<file path="src/rtl/pos_motion_broadcaster.sv">
// Motion-update broadcaster: sweeps every position cell, adds each particle's
// signed displacement with periodic wrap, and broadcasts the new position plus
// its destination cell to all position caches.
//
// Handshake: there is no backpressure. out_data_valid is a one-cycle strobe
// that qualifies out_data/out_data_dst_cell, and the caches must accept every
// beat. Memory reads are fixed-latency: data for the address presented in
// cycle c is on in_rd_data/in_disp in cycle c+1.
module pos_motion_broadcaster #(
   parameter int DATA_WIDTH    = 32,
   parameter int CELL_ID_WIDTH = 4,
   parameter int ADDR_WIDTH    = 8,
   parameter int PARTICLE_NUM  = 220,
   parameter int CELL_NUM_X    = 3,
   parameter int CELL_NUM_Y    = 3,
   parameter int CELL_NUM_Z    = 3
) (
   input  logic                         clk,
   input  logic                         rst,
   input  logic                         start,
   output logic [3*CELL_ID_WIDTH-1:0]   out_rd_cell_sel,
   output logic [ADDR_WIDTH-1:0]        out_rd_address,
   output logic                         out_rden,
   input  logic [3*DATA_WIDTH-1:0]      in_rd_data,
   input  logic [3*DATA_WIDTH-1:0]      in_disp,
   output logic                         motion_update_enable,
   output logic [3*DATA_WIDTH-1:0]      out_data,
   output logic [3*CELL_ID_WIDTH-1:0]   out_data_dst_cell,
   output logic                         out_data_valid,
   output logic                         busy,
   output logic                         done
);

   localparam int FRAC_WIDTH = DATA_WIDTH - CELL_ID_WIDTH;
   localparam int SW         = DATA_WIDTH + 1;
   localparam int RW         = DATA_WIDTH + CELL_ID_WIDTH;

   typedef enum logic [2:0] {
      S_IDLE,
      S_RD_COUNT,
      S_LATCH_COUNT,
      S_RD_PART,
      S_WAIT_LAST,
      S_FLUSH,
      S_DONE
   } state_t;

   state_t                  state_q, state_d;
   logic [CELL_ID_WIDTH-1:0] cx_q, cy_q, cz_q;
   logic [ADDR_WIDTH-1:0]   count_q;
   logic [ADDR_WIDTH-1:0]   idx_q;
   logic                    part_vld_q;

   logic                    cell_init;
   logic                    cell_adv;
   logic                    cnt_load;
   logic                    idx_set;
   logic                    idx_inc;
   logic                    last_cell;
   logic [ADDR_WIDTH-1:0]   raw_count;
   logic [ADDR_WIDTH-1:0]   clamp_count;
   logic [RW-1:0]           wrap_x, wrap_y, wrap_z;

   // One component: add the displacement, wrap once into [0, BOX), and
   // return {destination coordinate (1-based), wrapped position}.
   function automatic logic [RW-1:0] wrap_comp(
      input logic [DATA_WIDTH-1:0] pos,
      input logic [DATA_WIDTH-1:0] disp,
      input int                    cell_num
   );
      logic signed [SW-1:0]    s;
      logic signed [SW-1:0]    box;
      logic [CELL_ID_WIDTH-1:0] coord;
      box = signed'(SW'(cell_num) << FRAC_WIDTH);
      s   = signed'({1'b0, pos}) + signed'({disp[DATA_WIDTH-1], disp});
      if (s[SW-1]) begin
         s = s + box;
      end else if (s >= box) begin
         s = s - box;
      end
      coord = s[DATA_WIDTH-1:FRAC_WIDTH] + CELL_ID_WIDTH'(1);
      return {coord, s[DATA_WIDTH-1:0]};
   endfunction

   assign raw_count   = in_rd_data[ADDR_WIDTH-1:0];
   assign clamp_count = (raw_count > ADDR_WIDTH'(PARTICLE_NUM)) ? ADDR_WIDTH'(PARTICLE_NUM) : raw_count;
   assign last_cell   = (cx_q == CELL_ID_WIDTH'(CELL_NUM_X)) &&
                        (cy_q == CELL_ID_WIDTH'(CELL_NUM_Y)) &&
                        (cz_q == CELL_ID_WIDTH'(CELL_NUM_Z));

   assign wrap_x = wrap_comp(in_rd_data[0*DATA_WIDTH +: DATA_WIDTH], in_disp[0*DATA_WIDTH +: DATA_WIDTH], CELL_NUM_X);
   assign wrap_y = wrap_comp(in_rd_data[1*DATA_WIDTH +: DATA_WIDTH], in_disp[1*DATA_WIDTH +: DATA_WIDTH], CELL_NUM_Y);
   assign wrap_z = wrap_comp(in_rd_data[2*DATA_WIDTH +: DATA_WIDTH], in_disp[2*DATA_WIDTH +: DATA_WIDTH], CELL_NUM_Z);

   // Read-side outputs decode directly from the state and cursor registers so
   // that address and enable line up with the cycle the state is entered.
   assign out_rd_cell_sel      = {cz_q, cy_q, cx_q};
   assign out_rden             = (state_q == S_RD_COUNT) || (state_q == S_RD_PART);
   assign out_rd_address       = (state_q == S_RD_PART) ? idx_q : '0;
   assign motion_update_enable = (state_q != S_IDLE) && (state_q != S_DONE);
   assign busy                 = (state_q != S_IDLE);
   assign done                 = (state_q == S_DONE);

   // State register.
   always_ff @(posedge clk) begin
      if (rst) begin
         state_q <= S_IDLE;
      end else begin
         state_q <= state_d;
      end
   end

   // Next-state logic and cursor control strobes.
   always_comb begin
      state_d   = state_q;
      cell_init = 1'b0;
      cell_adv  = 1'b0;
      cnt_load  = 1'b0;
      idx_set   = 1'b0;
      idx_inc   = 1'b0;
      case (state_q)
         S_IDLE: begin
            if (start) begin
               cell_init = 1'b1;
               state_d   = S_RD_COUNT;
            end
         end
         S_RD_COUNT: begin
            state_d = S_LATCH_COUNT;
         end
         S_LATCH_COUNT: begin
            cnt_load = 1'b1;
            if (raw_count == '0) begin
               if (last_cell) begin
                  state_d = S_FLUSH;
               end else begin
                  cell_adv = 1'b1;
                  state_d  = S_RD_COUNT;
               end
            end else begin
               idx_set = 1'b1;
               state_d = S_RD_PART;
            end
         end
         S_RD_PART: begin
            if (idx_q == count_q) begin
               state_d = S_WAIT_LAST;
            end else begin
               idx_inc = 1'b1;
            end
         end
         S_WAIT_LAST: begin
            if (last_cell) begin
               state_d = S_FLUSH;
            end else begin
               cell_adv = 1'b1;
               state_d  = S_RD_COUNT;
            end
         end
         S_FLUSH: begin
            state_d = S_DONE;
         end
         S_DONE: begin
            state_d = S_IDLE;
         end
         default: begin
            state_d = S_IDLE;
         end
      endcase
   end

   // Cell cursor (x fastest, then y, then z), particle count and index.
   always_ff @(posedge clk) begin
      if (rst) begin
         cx_q    <= '0;
         cy_q    <= '0;
         cz_q    <= '0;
         count_q <= '0;
         idx_q   <= '0;
      end else begin
         if (cell_init) begin
            cx_q <= CELL_ID_WIDTH'(1);
            cy_q <= CELL_ID_WIDTH'(1);
            cz_q <= CELL_ID_WIDTH'(1);
         end else if (cell_adv) begin
            if (cx_q == CELL_ID_WIDTH'(CELL_NUM_X)) begin
               cx_q <= CELL_ID_WIDTH'(1);
               if (cy_q == CELL_ID_WIDTH'(CELL_NUM_Y)) begin
                  cy_q <= CELL_ID_WIDTH'(1);
                  cz_q <= cz_q + CELL_ID_WIDTH'(1);
               end else begin
                  cy_q <= cy_q + CELL_ID_WIDTH'(1);
               end
            end else begin
               cx_q <= cx_q + CELL_ID_WIDTH'(1);
            end
         end
         if (cnt_load) begin
            count_q <= clamp_count;
         end
         if (idx_set) begin
            idx_q <= ADDR_WIDTH'(1);
         end else if (idx_inc) begin
            idx_q <= idx_q + ADDR_WIDTH'(1);
         end
      end
   end

   // Broadcast pipeline: a particle address issued in RD_PART returns data
   // next cycle, which is wrapped and registered onto the bus the cycle after.
   always_ff @(posedge clk) begin
      if (rst) begin
         part_vld_q        <= 1'b0;
         out_data_valid    <= 1'b0;
         out_data          <= '0;
         out_data_dst_cell <= '0;
      end else begin
         part_vld_q     <= (state_q == S_RD_PART);
         out_data_valid <= part_vld_q;
         if (part_vld_q) begin
            out_data          <= {wrap_z[DATA_WIDTH-1:0], wrap_y[DATA_WIDTH-1:0], wrap_x[DATA_WIDTH-1:0]};
            out_data_dst_cell <= {wrap_z[RW-1:DATA_WIDTH], wrap_y[RW-1:DATA_WIDTH], wrap_x[RW-1:DATA_WIDTH]};
         end
      end
   end

endmodule

</file>
<file path="config.mk">
export PLATFORM = sky130hd
export DESIGN_NAME = pos_motion_broadcaster
export DESIGN_NICKNAME = d
export VERILOG_FILES = /design/src/rtl/pos_motion_broadcaster.sv
export SDC_FILE = /design/constraint.sdc
export NUM_CORES = 1
export LEC_CHECK = 0
export CORE_ASPECT_RATIO = 1.1
export CORE_UTILIZATION = 25
export DETAILED_ROUTE_END_ITERATION = 12
export GPL_TIMING_DRIVEN = 0
export PLACE_DENSITY = 0.57
export SETUP_SLACK_MARGIN = 0.05
export SLEW_MARGIN = 25
export SYNTH_ARGS = -nofsm -noshare
export SYNTH_HDL_FRONTEND = slang
export SYNTH_SLANG_ARGS = --single-unit
export TNS_END_PERCENT = 1
</file>
<file path="constraint.sdc">
create_clock -name clk -period 7.4 [get_ports clk]
set_input_delay 1.11 -clock clk [delete_from_list [all_inputs] [get_ports clk]]
set_output_delay 1.11 -clock clk [all_outputs]
set_load 0.1 [all_outputs]
</file>
==> flow_summary.yaml <==
power:
  vdd_drop_max_mv: 0.110
  total_power_mw: 2.90
  powerDensity_mw_per_mm2: 168
  leakagePower_nw: 6.42
global_route:
  grt_pass1_wl_um: 74700
  antenna_found_initial: 0
  grt.total_usage_pct: 18.5
  grt_max_degree: 17
  grt_overflow: 0
  grt_pass1_vias: 13412
cts:
  clock-sinks: 141
  cts_max_path_buffers: 2
  htree_levels: 4
  ctsHoldBuffers: 0
  root_buffer: "clkbuf_16"
  clock_latency_ps: 450
  cts_tree: "done"
  cts_buffers: 17
  cts_resized: 0
  cts_setup_buffers: 0
  clkTransAtPathRegs_ps: 70
synthesis:
  async_flop_share_pct: 0
  synthXorXnorAreaFrac_pct: 6.36
  yosysTopAreaCellShare_pct: 22.3
  ys_warn_count: 0
  synth.area.top_cells: "dfxtp_1 22%, ha_1 10%, nor2_1 6.4%"
  syn_avg_cell_area_um2: 7.76
  ys_types: 101
  synth_cells: 1629
  synth_edf_count: 0
  yosys.area_share.simple_pct: 26.2
  syn_nets: 1933
  synth_top_family_by_area: "simple AND/OR/NAND/NOR gates"
  synth_fa_ha_area_share_pct: 11.0
  ys_seq_area_share_pct: 22.3
  synth-seq-cells: 141
  synth_top_area_cell: "dfxtp_1"
  synthMuxAreaShare_pct: 6.02
  synth_flop_cell: "dfxtp_1"
  synth_area_mm2: 0.0126
  synth-compound-area-share_pct: 25.0
placed_design:
  port_buffers: 327
  placed_area_mm2: 0.0167
  dp_slack_ps: 107
  place_hpwl_um: 38800
  gp_congestion: 0.869
setup_path:
  worst-r2r-setup-slack_ps: 5000
  rr_worst_depth: 8
  r2r-start: "cx_q[0]"
  cp_data_required_time_ps: 7760
  worstSetupPathType: "in -> reg"
  crit_family: "simple AND/OR/NAND/NOR gates"
  critPathBufInv: 2
  critPathLaunch: "in_rd_data[1]"
  critical_path_peak_fanout: 7
  critical_path.max_stage_delay_ps: 610
  crit_arrival_ps: 7250
  cp-end-kind: "register"
  cp_slowest_cell: "clkdlybuf4s50_1"
  critPathLaunchType: "input pin"
  path_depth: 22
  crit_chain: "clkdlybuf4s50_1 -> ha_1 -> a211oi_1 -> o21ai_0 -> a41oi_1 -> nand4_1 -> nand3_1 -> a21o_1 -> o211ai_1 -> inv_1 -> ha_1 -> nand3_1 -> or3_1 -> nor4_1 -> nand4_1 -> nor4_1 -> nand4_1 -> and3_1 -> or4_1 -> o211ai_2 -> a211oi_1 -> a211oi_1"
  crit_end: "out_data_dst_cell[2]"
  r2r_end: "cz_q[3]"
cells_and_area:
  multi_input_area_mm2: 0.00941
  diodes: 0
  final_net_count: 2279
  drive_above_1_share_pct: 5.33
  fillerInstances: 5288
  final_area_mm2: 0.0173
  regArea_mm2: 0.00282
  area_delta_synth_final_pct: 36.9
floorplanning:
  core-area_mm2: 0.0500
  ios: 328
  initial_core_util_pct: 25.3
  die_w_um: 216
  die_h_um: 238
  rows: 86
  die_area_mm2: 0.0515
sta:
  finalSetupTns_ps: 0
  max_freq_mhz: 145
  setup_viol: 0
  post-route-period-util_pct: 93.1
  hold_violations: 0
  drv_slew: 0
  finClkSkew_ps: 9.42
  setup_slack_ps: 512
  rsz0062_at_grt: "false"
  slew_headroom_pct: 26.0
  min_period_ps: 6890
  worstMarginPinSlew_ps: 1110
job:
  max-cap-violations: 0
detailed_routing:
  ant_nets: 0
  firstDrtPassIters: 5
  drt_iter0_drc: 678
  finalWirelength_um: 48000
  routed_via_density: 5.17
  drc: 0
  wl_per_cell_um: 18.1
  via_count: 13687
outcome:
  status: "completed"
worst_hold_path:
  hold_path_class: "reg -> reg"
-- placed cells by master, fill, tap and decap left out, types with 10 or more instances in the layout --
| master | instances |
|---|---|
| clkdlybuf4s50_1 | 324 |
| nor2_1 | 214 |
| dfxtp_1 | 141 |
| nand2_1 | 139 |
| a21oi_1 | 129 |
| ha_1 | 106 |
| mux2i_1 | 70 |
| o21ai_0 | 61 |
| nand3_1 | 50 |
| xnor2_1 | 50 |
| nor3_1 | 49 |
| clkbuf_1 | 46 |
| xor2_1 | 38 |
| a21o_1 | 37 |
| nand4_1 | 30 |
| inv_1 | 29 |
| o211ai_1 | 26 |
| a211oi_1 | 26 |
| nor2b_1 | 24 |
| nor4_1 | 23 |
| and3_1 | 21 |
| or3_1 | 21 |
| and2_1 | 20 |
| o21a_1 | 18 |
| clkbuf_16 | 17 |
| buf_2 | 15 |
| a31oi_1 | 15 |
| o21bai_1 | 14 |
| nand2b_1 | 14 |
| o21ai_1 | 10 |
| o211a_1 | 10 |
| a311oi_1 | 10 |
-- routing by layer --
layer | share of wire [%] | vias up | global-route usage (%) | wire length, µm
li1 | - | 6771 | - | -
met2 | 49 | 376 | 32.2 | 23400
met4 | 1.6 | 0 | 5.01 | 769
met5 | 0 | - | 0 | 0
met1 | 45 | 6499 | 23.0 | 21400
met3 | 5.1 | 41 | 3.61 | 2460
-- flip-flops by register name (all words and copies together), names as in the netlist --
signal,count
part_vld_q,1
count_q,8
cz_q,4
cx_q,4
out_data_dst_cell,12
out_data,96
cy_q,4
idx_q,8
state_q,3
out_data_valid,1
-- layout make-up --
cell class                      instances  area share, %
Multi-Input combinational cell       1391           54.4
Clock inverter                         12          0.730
Inverter                               32          0.694
Sequential cell                       141           16.3
Timing Repair Buffer                  327           18.8
Buffer                                 65           1.63
Clock buffer                           20           2.64
Tap cell                              660           4.77
-- worst min-delay path by stage --
stage / from / to / slack (ps) / depth (start not counted)
after detailed placement: out_data[56] / out_data[56] / 460 / 2
after global routing: count_q[7] / count_q[7] / 500 / 2
after global placement: out_data[56] / out_data[56] / 460 / 2
after floorplan: count_q[5] / count_q[5] / 440 / 2
after CTS: count_q[5] / count_q[5] / 470 / 2
final: count_q[5] / count_q[5] / 470 / 2
-- cells by family (layout without fill, tap and decap cells) --
kind of cell / after synthesis / count (layout)
XOR/XNOR: 90 / 90
buffers and inverters: 97 / 456
multiplexers: 75 / 75
AND/OR/NAND/NOR: 663 / 663
adder cells (fa/ha/maj): 109 / 109
AO/OA/AOI/OAI: 454 / 454
flip-flops: 141 / 141
-- worst min-delay path, stage by stage, from the launching register on --
cell	delay, ps
dfxtp_1	320
nand2_1	50
a21oi_1	50
-- cell usage after synthesis (29+ instances only) --
library cell and instances:
nor2_1 214, nand2_1 139, a21o_1 37, inv_1 29, xnor2_1 50, o21ai_0 61
clkbuf_1 45, xor2_1 38, ha_1 106, dfxtp_1 141, mux2i_1 70, nor3_1 49
nand4_1 30, a21oi_1 129, nand3_1 50
-- report_power, final --
part	internal (mW)	switching, mW
Combinational	0.474	0.754
Sequential	0.774	0.0117
Clock	0.490	0.400
-- metrics by stage --
stage,utilization [%],instances,hold slack (ps)
after floorplan,-,1629,443
after global placement,33.4,2616,457
after detailed placement,33.4,2616,456
after CTS,34.6,2648,474
after global routing,34.6,2648,497
final,34.6,2648,471
Power figures use the tool's default switching activity.
